## config.mk

```make
export PLATFORM = sky130hd
export DESIGN_NAME = clint
export DESIGN_NICKNAME = d
export VERILOG_FILES = /design/src/rtl/clint.sv
export SDC_FILE = /design/constraint.sdc
export NUM_CORES = 1
export LEC_CHECK = 0
export ABC_AREA = 0
export BUFFER_PORTS_ARGS = -buffer_cell sky130_fd_sc_hd__buf_2
export CAP_MARGIN = 20
export CORE_UTILIZATION = 45
export DETAILED_ROUTE_END_ITERATION = 10
export PLACE_DENSITY = 0.69
export SYNTH_ARGS = -nofsm -noshare
export SYNTH_HDL_FRONTEND = slang
export SYNTH_SLANG_ARGS = --single-unit
```

## constraint.sdc

```tcl
create_clock -name clk -period 2.7 [get_ports clk]
set_input_delay 0.27 -clock clk [delete_from_list [all_inputs] [get_ports clk]]
set_output_delay 0.27 -clock clk [all_outputs]
set_load 0.005 [all_outputs]
```

## src/rtl/clint.sv

```systemverilog
// Core-local interruptor: mtime/mtimecmp/msip for a single hart behind a
// one-cycle request/response bus, producing an mip-layout pending vector.
// Optional debug-halt input `stop` is compiled in with CLINT_STOP_EN.
module clint #(
    parameter int unsigned TICK_DIV = 1,
    parameter bit          EXT_SYNC = 1'b1
) (
    input  logic        clk,
    input  logic        rst,
    input  logic        rqst,
    input  logic        wen,
    input  logic [15:0] addr,
    input  logic [63:0] wdat,
    input  logic [7:0]  wmask,
    output logic        resp,
    output logic [63:0] rdat,
    output logic        err,
    input  logic        ext_irq,
    output logic [63:0] out_ip,
    output logic [63:0] out_time
`ifdef CLINT_STOP_EN
    ,
    input  logic        stop
`endif
);

    localparam int unsigned ADDR_W  = 16;
    localparam int unsigned DATA_W  = 64;
    localparam int unsigned MASK_W  = 8;
    localparam int unsigned PRESC_W = 16;

    localparam logic [ADDR_W-1:0]  OFF_MSIP     = 16'h0000;
    localparam logic [ADDR_W-1:0]  OFF_MTIMECMP = 16'h4000;
    localparam logic [ADDR_W-1:0]  OFF_MTIME    = 16'hBFF8;
    localparam logic [PRESC_W-1:0] PRESC_LAST   = PRESC_W'(TICK_DIV - 1);

    localparam int unsigned BIT_MSIP = 3;
    localparam int unsigned BIT_MTIP = 7;
    localparam int unsigned BIT_MEIP = 11;

    // architectural state
    logic [DATA_W-1:0]  mtime;
    logic [DATA_W-1:0]  mtimecmp;
    logic               msip;
    logic [PRESC_W-1:0] presc;
    logic               mtip_q;
    logic               meip_q;

    // decode / datapath helpers
    logic               sel_msip_c;
    logic               sel_cmp_c;
    logic               sel_time_c;
    logic               hit_c;
    logic               wr_msip_c;
    logic               wr_cmp_c;
    logic               wr_time_c;
    logic               halt_c;
    logic               tick_c;
    logic [DATA_W-1:0]  bmask_c;
    logic [DATA_W-1:0]  rd_val_c;

`ifdef CLINT_STOP_EN
    assign halt_c = stop;
`else
    assign halt_c = 1'b0;
`endif

    // byte-masked merge of write data into an existing register value
    function automatic logic [DATA_W-1:0] merge(input logic [DATA_W-1:0] old_v,
                                                input logic [DATA_W-1:0] new_v,
                                                input logic [DATA_W-1:0] m);
        return (old_v & ~m) | (new_v & m);
    endfunction

    // address decode, write strobes and read mux; misaligned offsets never match
    always_comb begin
        sel_msip_c = (addr == OFF_MSIP);
        sel_cmp_c  = (addr == OFF_MTIMECMP);
        sel_time_c = (addr == OFF_MTIME);
        hit_c      = sel_msip_c | sel_cmp_c | sel_time_c;

        wr_msip_c  = rqst & wen & sel_msip_c;
        wr_cmp_c   = rqst & wen & sel_cmp_c;
        wr_time_c  = rqst & wen & sel_time_c;

        bmask_c = '0;
        for (int i = 0; i < int'(MASK_W); i++) begin
            bmask_c[8*i +: 8] = {8{wmask[i]}};
        end

        rd_val_c = '0;
        if (sel_msip_c) begin
            rd_val_c = {{(DATA_W-1){1'b0}}, msip};
        end else if (sel_cmp_c) begin
            rd_val_c = mtimecmp;
        end else if (sel_time_c) begin
            rd_val_c = mtime;
        end
    end

    // prescaler reaches its last count and counting is not halted
    assign tick_c = (presc == PRESC_LAST) && !halt_c;

    // prescaler and mtime; a bus write to mtime beats a same-cycle increment
    always_ff @(posedge clk) begin
        if (rst) begin
            mtime <= '0;
            presc <= '0;
        end else if (wr_time_c) begin
            mtime <= merge(mtime, wdat, bmask_c);
            presc <= '0;
        end else if (!halt_c) begin
            if (tick_c) begin
                mtime <= mtime + 64'd1;
                presc <= '0;
            end else begin
                presc <= presc + 16'd1;
            end
        end
    end

    // software-visible compare and soft-interrupt registers
    always_ff @(posedge clk) begin
        if (rst) begin
            mtimecmp <= '1;
            msip     <= 1'b0;
        end else begin
            if (wr_cmp_c) begin
                mtimecmp <= merge(mtimecmp, wdat, bmask_c);
            end
            if (wr_msip_c && wmask[0]) begin
                msip <= wdat[0];
            end
        end
    end

    // bus response: one cycle after every request, writes and faults return 0
    always_ff @(posedge clk) begin
        if (rst) begin
            resp <= 1'b0;
            rdat <= '0;
            err  <= 1'b0;
        end else begin
            resp <= rqst;
            err  <= rqst & ~hit_c;
            rdat <= (rqst && !wen && hit_c) ? rd_val_c : '0;
        end
    end

    // interrupt sources: level compare on current values, optional ext sync
    always_ff @(posedge clk) begin
        if (rst) begin
            mtip_q <= 1'b0;
            meip_q <= 1'b0;
        end else begin
            mtip_q <= (mtime >= mtimecmp);
            meip_q <= ext_irq;
        end
    end

    // assemble the mip-layout pending vector
    always_comb begin
        out_ip           = '0;
        out_ip[BIT_MSIP] = msip;
        out_ip[BIT_MTIP] = mtip_q;
        out_ip[BIT_MEIP] = EXT_SYNC ? meip_q : ext_irq;
    end

    assign out_time = mtime;

endmodule

```

[Word-level counts from Yosys, hierarchy flattened]
Index checks and enable logic that the tools add are counted.
W data, S select, Z words.
Word-level totals
  register bits: 213
  latch bits: 0
  RAM bits: 0
  bits in read-only memories: 0
  bits of input ports: 93
  output and inout port bits: 194
  logic and storage cells: 45
  memories: 0
Cells by class
  add/subtract/negate cells: 2
  multiply operators: 0
  divide/modulo/power cells: 0
  magnitude comparators: 1
  equality and inequality tests: 2
  shift operators: 0
  muxes and demuxes: 5
  bitwise logic cells: 15
  reductions and logical operators: 10
Operator list (count)
  $mux W64: 4
  $and A64 B64 Y64: 3
  $or A64 B64 Y64: 2
  $add A64 B1 Y64 const B: 1
  $ge A64 B64 Y1: 1
  $not A64 Y64: 1
  $logic_not A16 Y1: 2
  $add A16 B1 Y16 const B: 1
  $eq A16 B15 Y1 const B: 1
  $eq A16 B16 Y1 const B: 1
  $reduce_or A3 Y1: 2
  $and A1 B1 Y1: 5
  $logic_and A1 B1 Y1: 3
  $not A1 Y1: 2
  $or A1 B1 Y1: 2
  $reduce_bool A2 Y1: 1
  $reduce_or A2 Y1: 1
  $logic_not A1 Y1: 1
  $mux W1: 1

[Logic depth before layout (Yosys ltp)]
  depth in word-level cells: 6
  mapped depth: 10
  gate-level depth less buffers: 8

[Least setup slack after synthesis]
No wires, ideal clock.
  kind: register to register
  from: register (tool-made name)
  to: register mtip_q
  data arrival time: 2.248 ns
  required time: 2.574 ns
  slack: 0.326 ns
  stages on the path, launching flop included: 9
  path buffers: 0
  clock period less this slack: 2.374 ns
  cells stage by stage: dfxtp_1 -> inv_1 -> ha_1 -> nand2b_1 -> a2111oi_0 -> nor4_1 -> or4b_2 -> a311oi_1 -> o21ai_0
RTL lines
  to (signal assigned): line 156  | mtip_q <= (mtime >= mtimecmp);
  to (decl): line 46  | logic mtip_q;

==> impl_metrics.csv <==
group,metric,value,unit
critical_path,crit_path_end_kind,"register",
yosys,synthTopCellsByArea,"dfxtp_1, nand3_1, ha_1",
clock_network,clkTransAtPathRegs,0.06,ns
critical_path,crit_arrival,2.94,ns
yosys,yosysTopAreaCellShare,0.371,
yosys,synth.yosys.seq_area_share,0.371,
critical_path,crit_type,"register to register",
clock_network,cts_buffers,24,
yosys,ys.flop_type,"dfxtp_1",
yosys,synth_most_common_cell,"dfxtp_1",
yosys,synthTopCellsByCount,"dfxtp_1, nand3_1, nor2_1",
clock_network,tritoncts,"built",
sta,slew_violations,0,
drt,first_pass_iters,6,
grt,grt_max_degree,54,
grt,grt_overflow,0,
floorplan,ios,287,
drt,drt_wl_total,37.1,mm
grt,antenna_found_initial,3,
sta,max_freq,0.391,GHz
critical_path,crit_path_cell_trace,"inv_1 > ha_1 > nand2b_1 > a2111oi_2 > nor4_1 > or4b_2 > a311oi_4 > o21ai_0",
sta,timing.final.ws_setup,0.142,ns
sta,worstMarginPinSlew,0.750,ns
floorplan,die_h,162,µm
sta,fin_crit,2.56,ns
finish,stdcell_area,14100,µm²
critical_path,slowest_stage,"or4b_2",
clock_network,worst_skew_pair.late_latency,0.53,ns
clock_network,clock_path_buffers,3,
sta,finalSetupViolCount,0,
sta,fin_crit_sh,0.947,
placement,gp_congestion,0.928,
critical_path,cp.required,3.08,ns
finish,fillerInstances,2383,
drt,viasPerCell,5.78,
placement,hpwl,27.3,mm
drt,route.detailed.drc,0,
critical_path,slowest_delay,0.70,ns
drt,drt_iter0_drc,1069,
sta,slew_headroom,0.495,
yosys,yosys.cell_types.count,74,
yosys,synth-edff-count,0,
finish,nets,1863,
critical_path,worst_setup_path_start_kind,"register",
clock_network,root_buffer,"clkbuf_16",
yosys,async_flop_share,0,
pwr,peakVddDrop,0.429,mV
pwr,p_per_area,476,nW/µm²
drt,antenna_left,0,
placement,place_area,13200,µm²
floorplan,coreArea,25100,µm²
floorplan,die_x,162,µm
finish,drive_gt1_frac,0.219,
pwr,leakagePower,6.95,nW
yosys,synth_seq_cells,213,
finish,antennaDiodeCount,0,
floorplan,num_rows,58,
grt,grt_pass1_vias,10846,
clock_network,post_cts_buffers,0,
drt,vias,11865,
clock_network,ctsHtreeMaxLevel,1,
yosys,syn_inst,1432,
yosys,netlist_area,11500,µm²
sta,rsz0062_at_grt,"no",
sta,hold_viol,0,
yosys,yosys_warnings,0,
finish,syn2layout_area_growth,22.9,%
floorplan,dieArea,26200,µm²
clock_network,cts.sinks,213,
yosys,synth_area_per_cell,8.03,µm²
sta,skew,0.0216,ns
finish,final_cell_count_no_fill,2051,
finish,fin_util,0.563,
job,drv_cap,0,
min_path,min_path_type,"primary input to register",
placement,dp.cells,1994,
placement,dp_slack,-0.0935,ns
drt,avgRoutedWirePerCell,18.1,µm
floorplan,initial_utilization,0.458,
critical_path,crit_fanout,2,
outcome,status,"complete, no violations",
grt,gr-usage-all-layers,0.279,
grt,grt_pass1_wl,58.5,mm
placement,port_buffers,225,
yosys,yosys.area.top_type,"dfxtp_1",
[worst paths after layout]
kind,to,start,depth (start not counted),slack (ns)
worst max-delay path,mtip_q$_SDFF_PP0_,register,8,0.14
worst min-delay path,register,wdat[2],3,0.007
worst max register to register,mtip_q$_SDFF_PP0_,register,8,0.14
worst min register to register,presc[0]$_SDFF_PP0_,presc[0]$_SDFF_PP0_,1,0.48
[repair_timing]
| action | in CTS | in global routing |
|---|---|---|
| gates resized for setup | 1 | 3 |
| hold endpoints to repair | 13 | 0 |
| hold buffers | 13 | 0 |
| setup endpoints to repair | 1 | 1 |
[cells by family (layout without fill, tap and decap cells)]
kind of cell               count (synthesis)  in the layout  synth area share
adders and majority gates                 67             67            0.0729
and+or+nand+nor                          626            626             0.270
xor gates and xnor gates                  21             21            0.0160
muxes                                      8              8           0.00783
other                                      1             61          0.000326
buffers and inverters                    216            445            0.0932
AOI/OAI and AO/OA                        280            280             0.169
DFF                                      213            213             0.371
[layout by cell type (no fill, tap or decap), types with 7 or more instances in the layout]
cell	n
a211oi_1	25
a21o_1	19
a21oi_1	49
a22oi_1	65
a311oi_1	8
a31oi_1	7
and2_1	7
and3_1	27
and4_1	13
buf_2	225
buf_4	77
clkbuf_16	25
conb_1	61
dfxtp_1	213
dlygate4sd3_1	13
ha_1	67
inv_1	81
nand2_1	133
nand3_1	175
nand4_1	32
nor2_1	134
nor3_1	36
nor4_1	21
o211ai_1	7
o21ai_0	50
or3_1	8
xnor2_1	10
xor2_1	11
[worst max-delay path: cells and delay by family, from the launching register on]
| family | cells | cell delay, ns |
|---|---|---|
| and+or+nand+nor | 3 | 0.95 |
| adders and majority gates | 1 | 0.27 |
| DFF | 1 | 0.33 |
| buffers and inverters | 1 | 0.06 |
| AOI/OAI and AO/OA | 3 | 0.80 |
[stage by stage]
step | setup TNS (ns) | hold slack (ns) | total power [mW]
2_1_floorplan | 0 | 0.365 | 3.41
3_3_place_gp | -0.0665 | 0.445 | 3.50
3_5_place_dp | -0.0935 | 0.468 | 3.51
4_1_cts | 0 | 0.00529 | 6.75
5_1_grt | 0 | 0.0232 | 6.91
6_report | 0 | 0.00742 | 6.73
[layout make-up]
cell class,instances,area (µm²),share of cell area
inverter,82,308,0.0218
multi-input combinational,1063,6430,0.455
tap,330,413,0.0292
clock inverter,12,100,0.00709
clock buffer,32,692,0.0490
timing repair buffer,319,1910,0.136
sequential,213,4260,0.302
[layer usage]
metal  GRT usage  up-vias  share of wire
met1       0.383     5547           0.43
li1            -     5590              -
met4       0.125        6          0.039
met5           0        -        0.00092
met2       0.432      616           0.44
met3      0.0406      106          0.090
[power by group]
part           switching, mW  leakage (nW)  total [mW]  internal [mW]
Clock                   1.37         0.387        3.27           1.90
Sequential           0.00673          1.72        3.15           3.15
Combinational          0.203          4.84       0.305          0.103
Total                   1.58          6.95        6.73           5.15
Power figures use the tool's default switching activity.
